[src/rtl/mfp_ahb_lite_master_pkg.sv]
// mfp_ahb_lite_master_pkg: AHB-Lite encodings and command legality helper
package mfp_ahb_lite_master_pkg;
  localparam logic [1:0] HTRANS_IDLE   = 2'b00;
  localparam logic [1:0] HTRANS_NONSEQ = 2'b10;
  localparam logic [2:0] HSIZE_BYTE    = 3'd0;
  localparam logic [2:0] HSIZE_HALF    = 3'd1;
  localparam logic [2:0] HSIZE_WORD    = 3'd2;
  localparam logic [2:0] HBURST_SINGLE = 3'b000;
  localparam logic       HRESP_OKAY    = 1'b0;
  localparam logic       HRESP_ERROR   = 1'b1;
  localparam logic [3:0] HPROT_DEFAULT = 4'b0011;
  function automatic logic cmd_legal(input logic [31:0] addr, input logic [2:0] size);
    return (size == HSIZE_BYTE) || (size == HSIZE_HALF && !addr[0]) ||
           (size == HSIZE_WORD && addr[1:0] == 2'b00);
  endfunction
endpackage

[src/rtl/mfp_ahb_lite_master.sv]
// mfp_ahb_lite_master: valid/ready command stream to pipelined AHB-Lite NONSEQ/SINGLE transfers
module mfp_ahb_lite_master
  import mfp_ahb_lite_master_pkg::*;
#(
  parameter logic [3:0] HPROT_VALUE = HPROT_DEFAULT
) (
  input  logic        HCLK,
  input  logic        HRESETn,
  input  logic        cmd_valid,
  output logic        cmd_ready,
  input  logic        cmd_write,
  input  logic [31:0] cmd_addr,
  input  logic [2:0]  cmd_size,
  input  logic [31:0] cmd_wdata,
  output logic        rsp_valid,
  output logic [31:0] rsp_rdata,
  output logic        rsp_error,
  output logic [31:0] HADDR,
  output logic [1:0]  HTRANS,
  output logic        HWRITE,
  output logic [2:0]  HSIZE,
  output logic [2:0]  HBURST,
  output logic [3:0]  HPROT,
  output logic        HMASTLOCK,
  output logic [31:0] HWDATA,
  input  logic        HREADY,
  input  logic [31:0] HRDATA,
  input  logic        HRESP
);
  logic        a_valid, a_write, d_valid, d_write, cancel, a_adv, accept;
  logic [31:0] a_addr, a_wdata;
  logic [2:0]  a_size;
  always_comb begin
    HTRANS    = (a_valid && !cancel) ? HTRANS_NONSEQ : HTRANS_IDLE;
    a_adv     = (HTRANS == HTRANS_NONSEQ) && HREADY;
    cmd_ready = !a_valid || a_adv;
    accept    = cmd_valid && cmd_ready;
  end
  assign HADDR     = a_addr;
  assign HWRITE    = a_write;
  assign HSIZE     = a_size;
  assign HBURST    = HBURST_SINGLE;
  assign HPROT     = HPROT_VALUE;
  assign HMASTLOCK = 1'b0;
  // address slot keeps its fields after advancing so HADDR stays stable while idle
  always_ff @(posedge HCLK or negedge HRESETn) begin
    if (!HRESETn) begin
      a_valid <= 1'b0;
      a_addr  <= '0;
      a_write <= 1'b0;
      a_size  <= '0;
      a_wdata <= '0;
    end else if (accept) begin
      a_valid <= 1'b1;
      a_addr  <= cmd_addr;
      a_write <= cmd_write;
      a_size  <= cmd_size;
      a_wdata <= cmd_wdata;
    end else if (a_adv) begin
      a_valid <= 1'b0;
    end
  end
  always_ff @(posedge HCLK or negedge HRESETn) begin
    if (!HRESETn) begin
      d_valid <= 1'b0;
      d_write <= 1'b0;
      HWDATA  <= '0;
    end else if (a_adv) begin
      d_valid <= 1'b1;
      d_write <= a_write;
      HWDATA  <= a_wdata;
    end else if (d_valid && HREADY) begin
      d_valid <= 1'b0;
    end
  end
  // first ERROR cycle idles the bus for the second; the slot command is reissued afterwards
  always_ff @(posedge HCLK or negedge HRESETn) begin
    if (!HRESETn) cancel <= 1'b0;
    else if (d_valid && HREADY) cancel <= 1'b0;
    else if (d_valid && HRESP && !HREADY) cancel <= 1'b1;
  end
  always_ff @(posedge HCLK or negedge HRESETn) begin
    if (!HRESETn) begin
      rsp_valid <= 1'b0;
      rsp_error <= 1'b0;
      rsp_rdata <= '0;
    end else begin
      rsp_valid <= d_valid && HREADY;
      if (d_valid && HREADY) begin
        rsp_error <= HRESP;
        if (!d_write) rsp_rdata <= HRDATA;
      end
    end
  end
endmodule

[config.mk]
export PLATFORM = sky130hd
export DESIGN_NAME = mfp_ahb_lite_master
export DESIGN_NICKNAME = d
export VERILOG_FILES = /design/src/rtl/mfp_ahb_lite_master_pkg.sv /design/src/rtl/mfp_ahb_lite_master.sv
export SDC_FILE = /design/constraint.sdc
export NUM_CORES = 1
export LEC_CHECK = 0
export ABC_CLOCK_PERIOD_IN_PS = 2950
export BUFFER_PORTS_ARGS = -buffer_cell sky130_fd_sc_hd__buf_2
export CORE_UTILIZATION = 51
export CTS_BUF_LIST = sky130_fd_sc_hd__clkbuf_8 sky130_fd_sc_hd__clkbuf_16
export CTS_CLUSTER_SIZE = 40
export DETAILED_ROUTE_END_ITERATION = 7
export PLACE_DENSITY = 0.84
export SKIP_LAST_GASP = 1
export SYNTH_ARGS = -nofsm -noshare
export SYNTH_HDL_FRONTEND = slang
export SYNTH_SLANG_ARGS = --single-unit
[constraint.sdc]
create_clock -name HCLK -period 2.95 [get_ports HCLK]
set_clock_uncertainty 0.1 [all_clocks]
set_input_delay 0.295 -clock HCLK [delete_from_list [all_inputs] [get_ports HCLK]]
set_output_delay 0.295 -clock HCLK [all_outputs]
set_load 0.03 [all_outputs]
==> flow_summary_export.csv, run 1 <==
group,metric,value,unit
timing,hold_viol,0,
clocking,h-tree-depth,4,
finish,drive_gt1_frac,0.560,
floorplan,fp-row-count,36,
synthesis,synth_seq_cells,138,
global_route,grt_max_degree,73,
clocking,cts-root-buf,"clkbuf_8",
global_route,grt_pass1_vias,4127,
power,clkPwrFrac,0.234,
synthesis,synth.top_cell.area_share,0.661,
outcome,status,"finished clean",
power,p_leak,3.81,nW
synthesis,syn-cell-area,0.00523,mm²
timing,relSlewSlack,0.460,
synthesis,avgSynthCellArea,16.9,µm²
finish,area_delta_synth_final,53.0,%
place,place_area,0.00633,mm²
timing,finalSetupViolCount,0,
global_route,antenna_found_initial,1,
floorplan,die_area,0.0107,mm²
power,p_comb_frac,0.409,
finish,instances_no_fill,775,
timing,slew_viol_final,0,
worst_setup_path,crit_chain,"nand2b_1 -> a21boi_4 -> buf_4 -> mux2_2",
finish,nets,733,
worst_setup_path,cpMaxStageDelayCell,"buf_4",
synthesis,ys_seq_area_frac,0.661,
power,p_int,5.73,mW
floorplan,start_util,0.530,
finish,final_common_cell,"buf_2",
clocking,tritoncts_num_sinks,138,
worst_setup_path,crit_type,"flip-flop to flip-flop",
timing,grt_setup_unrepaired,"false",
synthesis,yosysTopAreaCell,"dfrtp_1",
worst_setup_path,startpoint_type,"flip-flop",
routing,vias,3767,
power,power.switching,3.77,mW
timing,fin_crit_sh,0.645,
place,io_buffers,208,
min_path,hold_class,"input port to async pin",
floorplan,die_y,103,µm
timing,fin_tns_setup,0,ps
worst_setup_path,path_buf_inv,1,
place,placed_cells,638,
place,globalplace.congestion,0.722,
global_route,grt_pass1_wl,21.1,mm
clocking,cts_made_buffers,17,
power,switching_share,0.397,
worst_setup_path,cp.required,3230,ps
synthesis,ys_top_cells_by_area,"dfrtp_1 66%, mux2_2 24%, mux2_1 4.5%",
clocking,clk_path_buf_depth,2,
routing,antenna_left,0,
run,maxCapViolations,0,
clocking,tritoncts,"built",
global_route,grtUsageTotal,0.273,
routing,first_pass_iters,4,
floorplan,die_w,103,µm
routing,post-route-drc-count,0,
place,hpwl,7.80,mm
synthesis,yosys_warnings,0,
worst_setup_path,worstPathArrival,2190,ps
floorplan,core,0.00986,mm²
synthesis,synth_cell_types,17,
routing,viasPerCell,4.86,
finish,num-fill-cells,526,
routing,drt_first_iter_violations,89,
clocking,clkLatencyLatePin,510,ps
finish,final_cell_mix,"207 x buf_2, 138 x dfrtp_1, 113 x mux2_2, 104 x dlygate4sd3_1, 21 x mux2_1",
power,power.density,1190,mW/mm²
clocking,clk_pin_slew,70,ps
power,power.share.sequential,0.357,
routing,drt-total-wl,14.0,mm
routing,wl_per_cell,18.1,µm
worst_setup_path,worst-path-max-fanout,41,
timing,fmax,526,MHz
worst_setup_path,cp_top_family,"buffers and inverters",
synthesis,synthCells,309,
power,peakVddDrop,763,µV
timing,tightest_slew,806,ps
finish,final_area,0.00800,mm²
timing,period_needed,1900,ps
floorplan,pin_count,218,
worst_setup_path,slowest_delay,470,ps
global_route,grt_overflow_total,0,
worst_setup_path,cp-end-kind,"flip-flop",
-- worst paths after layout --
check | start | endpoint | slack [ps] | depth (start not counted)
worst max-delay path | cancel | a_wdata[16] | 1050 | 4
worst min-delay path | HRESETn | HADDR[9] | 280 | 2
worst max register to register | cancel | a_wdata[16] | 1050 | 4
worst min register to register | a_wdata[29] | a_wdata[29] | 390 | 1
max in group asynchronous | HRESETn | HADDR[17] | 1670 | 3
min in group HCLK | a_wdata[29] | a_wdata[29] | 390 | 1
-- power by group through the flow --
stage,clock [mW],sequential (mW),combinational (mW)
after floorplan,0,4.72,1.21
after global placement,0,3.28,3.62
after detailed placement,0,3.36,3.72
after CTS,2.24,3.34,3.84
after global routing,2.34,3.50,4.11
final,2.22,3.39,3.89
-- synth_stat cells --
library cell and number:
nand2_1 1, inv_1 1, conb_1 2, buf_4 13, a21boi_2 1, nor2_1 1
nand2_2 1, o21ai_0 1, mux2_1 21, dfrtp_1 138, buf_2 4, and2b_1 1
nand2b_1 3, mux2_2 113, and2_2 1, a21oi_1 1, buf_6 6
-- sequential cells by signal, summed over array words and instances (netlist names), 3 cells and up --
name / flops
a_wdata: 32
rsp_rdata: 32
HSIZE: 3
HADDR: 32
HWDATA: 32
-- metrics by stage --
stage	utilization	hold WS, ps	worst slack (ps)	total power [mW]
after floorplan	-	-101	1340	5.93
after global placement	0.642	225	1120	6.91
after detailed placement	0.642	242	1060	7.08
after CTS	0.811	286	1050	9.41
after global routing	0.811	307	931	9.95
final	0.811	284	1050	9.50
-- logic make-up (layout without fill, tap and decap cells) --
family	count (synthesis)	in the layout	share of synthesized area
buf+inv	24	349	0.0361
flops	138	138	0.661
other cells	2	10	0.00144
compound gates	3	3	0.00407
simple gates	8	8	0.00910
mux	134	134	0.289
-- metal layers --
metal,vias up,global-route usage,part of all wire
li1,1698,-,-
met1,1867,0.288,0.37
met2,171,0.500,0.53
met3,31,0.0847,0.068
met4,0,0.125,0.024
met5,-,0,0
-- what timing repair did --
item | 4_1_cts | 5_1_grt
setup buffers | 0 | 0
hold buffers | 104 | 0
endpoints found under the hold margin | 175 | 0
gates resized for setup | 0 | 0
endpoints found under the setup margin | 0 | 0
-- layout make-up --
class,count,area [µm²],area share
antenna,1,2.50,0.000313
clock buffer,18,428,0.0535
clock inverter,14,194,0.0242
inverter,1,3.75,0.000469
multi-input combinational,154,1620,0.202
sequential,138,3450,0.432
tap,133,166,0.0208
timing repair buffer,316,2130,0.266
No activity file was read; power rests on OpenSTA's default activity.
==> inputs of run 2 (changes only) <==
ABC_CLOCK_PERIOD_IN_PS = 2000   (was 2950)
CORE_UTILIZATION = 48   (was 51)
PLACE_DENSITY = 0.8   (was 0.84)
clock period = 2 ns   (was 2.95 ns; I/O delays follow)
==> flow_summary_export.csv, run 2 (synthesis results as in run 1) <==
group,metric,value,unit
outcome,status,"finished clean",
worst_setup_path,worst-path-max-fanout,21,
finish,final_area,0.00806,mm²
clocking,tritoncts,"built",
finish,final_cell_mix,"207 x buf_2, 138 x dfrtp_1, 113 x mux2_2, 104 x dlygate4sd3_1, 21 x mux2_1",
place,globalplace.congestion,0.734,
routing,viasPerCell,4.87,
global_route,grtUsageTotal,0.262,
clocking,clkLatencyLatePin,510,ps
clocking,cts_setup_buffers,0,
clocking,clk_path_buf_depth,2,
clocking,cts_made_buffers,17,
place,io_buffers,208,
worst_setup_path,startpoint_type,"flip-flop",
finish,nets,737,
routing,wl_per_cell,18.0,µm
worst_setup_path,cp.required,2290,ps
floorplan,start_util,0.500,
clocking,h-tree-depth,4,
clocking,clk_pin_slew,60,ps
place,hpwl,7.79,mm
timing,slew_viol_final,0,
worst_setup_path,r2r_end,"HADDR[16]",
place,place_area,0.00640,mm²
global_route,grt_pass1_vias,4218,
routing,post-route-drc-count,0,
worst_setup_path,reg2reg_depth,4,
floorplan,die_y,106,µm
timing,period_needed,1730,ps
worst_setup_path,cp-end-kind,"flip-flop",
routing,drt_first_iter_violations,121,
global_route,grt_max_degree,51,
place,post-place-ws,284,ps
power,power.density,1730,mW/mm²
clocking,holdBufCountCts,104,
finish,instances_no_fill,781,
timing,fmax,576,MHz
floorplan,die_area,0.0113,mm²
worst_setup_path,crit_type,"flip-flop to flip-flop",
power,p_leak,3.85,nW
timing,finalSetupViolCount,0,
global_route,grt_pass1_wl,22.2,mm
global_route,grt_overflow_total,0,
floorplan,fp-row-count,37,
clocking,tritoncts_num_sinks,138,
routing,first_pass_iters,3,
finish,antenna_cells,0,
timing,fin_tns_setup,0,ps
finish,area_delta_synth_final,54.1,%
place,placed_cells,645,
floorplan,die_w,106,µm
clocking,cts-root-buf,"clkbuf_8",
timing,grt_setup_unrepaired,"false",
finish,drive_gt1_frac,0.564,
timing,hold_viol,0,
finish,finish.utilization,0.770,
floorplan,pin_count,218,
run,maxCapViolations,0,
worst_setup_path,r2r-start,"cancel",
timing,fin_crit_sh,0.867,
min_path,hold_class,"input port to async pin",
worst_setup_path,worstPathArrival,2030,ps
routing,vias,3803,
routing,antenna_left,0,
global_route,antenna_found_initial,0,
worst_setup_path,r2r_slack,270,ps
routing,drt-total-wl,14.0,mm
timing,fin_ws,265,ps
floorplan,core,0.0105,mm²
clocking,cts-resized-gates,0,
finish,final_common_cell,"buf_2",
power,peakVddDrop,1010,µV
==> run 2: cell types whose count changed in the layout (fill, tap and decap cells not counted), sizes merged <==
cell,delta
buf,+4
diode,-1
clkinv,+5
clkbuf,+3
clkinvlp,-2
bufinv,-1
inv,-5
==> run 2: metal layers <==
metal | part of all wire | global-route usage | vias up
met4 | 0.023 | 0.103 | 0
li1 | - | - | 1706
met5 | 0 | 0 | -
met1 | 0.37 | 0.287 | 1920
met3 | 0.063 | 0.0736 | 24
met2 | 0.54 | 0.476 | 153
==> run 2: final cells by class <==
class	count	area [µm²]
Clock inverter	11	143
Inverter	1	3.75
Sequential cell	138	3450
Multi-Input combinational cell	154	1620
Clock buffer	21	469
Tap cell	136	170
Fill cell	584	2410
Timing Repair Buffer	320	2200
==> run 2: how the worst max path moves through the flow <==
stage | startpoint | slack, ps | endpoint
detailed placement | cancel | 280 | HADDR[28]
global route | cancel | 190 | HADDR[16]
global placement | cancel | 340 | HADDR[28]
finish | cancel | 270 | HADDR[16]
CTS | cancel | 250 | cmd_ready
floorplan | a_valid | 390 | HWDATA[10]
==> run 2: critical path: stages (launching register included) <==
cell and delay [ps]:
dfrtp_1 380, nand2b_1 200, a21boi_4 220, buf_4 320
mux2_2 390
==> run 2: where the power goes <==
part           leakage, nW  total (mW)  internal (mW)  switching (mW)
Combinational         1.93        5.79           2.22            3.57
Sequential            1.62        4.96           4.21           0.749
Clock                0.300        3.18           2.03            1.15
==> run 2: per-stage QoR <==
step | total power, mW | hold WS [ps]
after floorplan | 8.75 | -196
after global placement | 10.2 | 68.3
after detailed placement | 10.5 | 74.2
after CTS | 13.8 | 105
after global routing | 14.6 | 153
final | 13.9 | 90.2
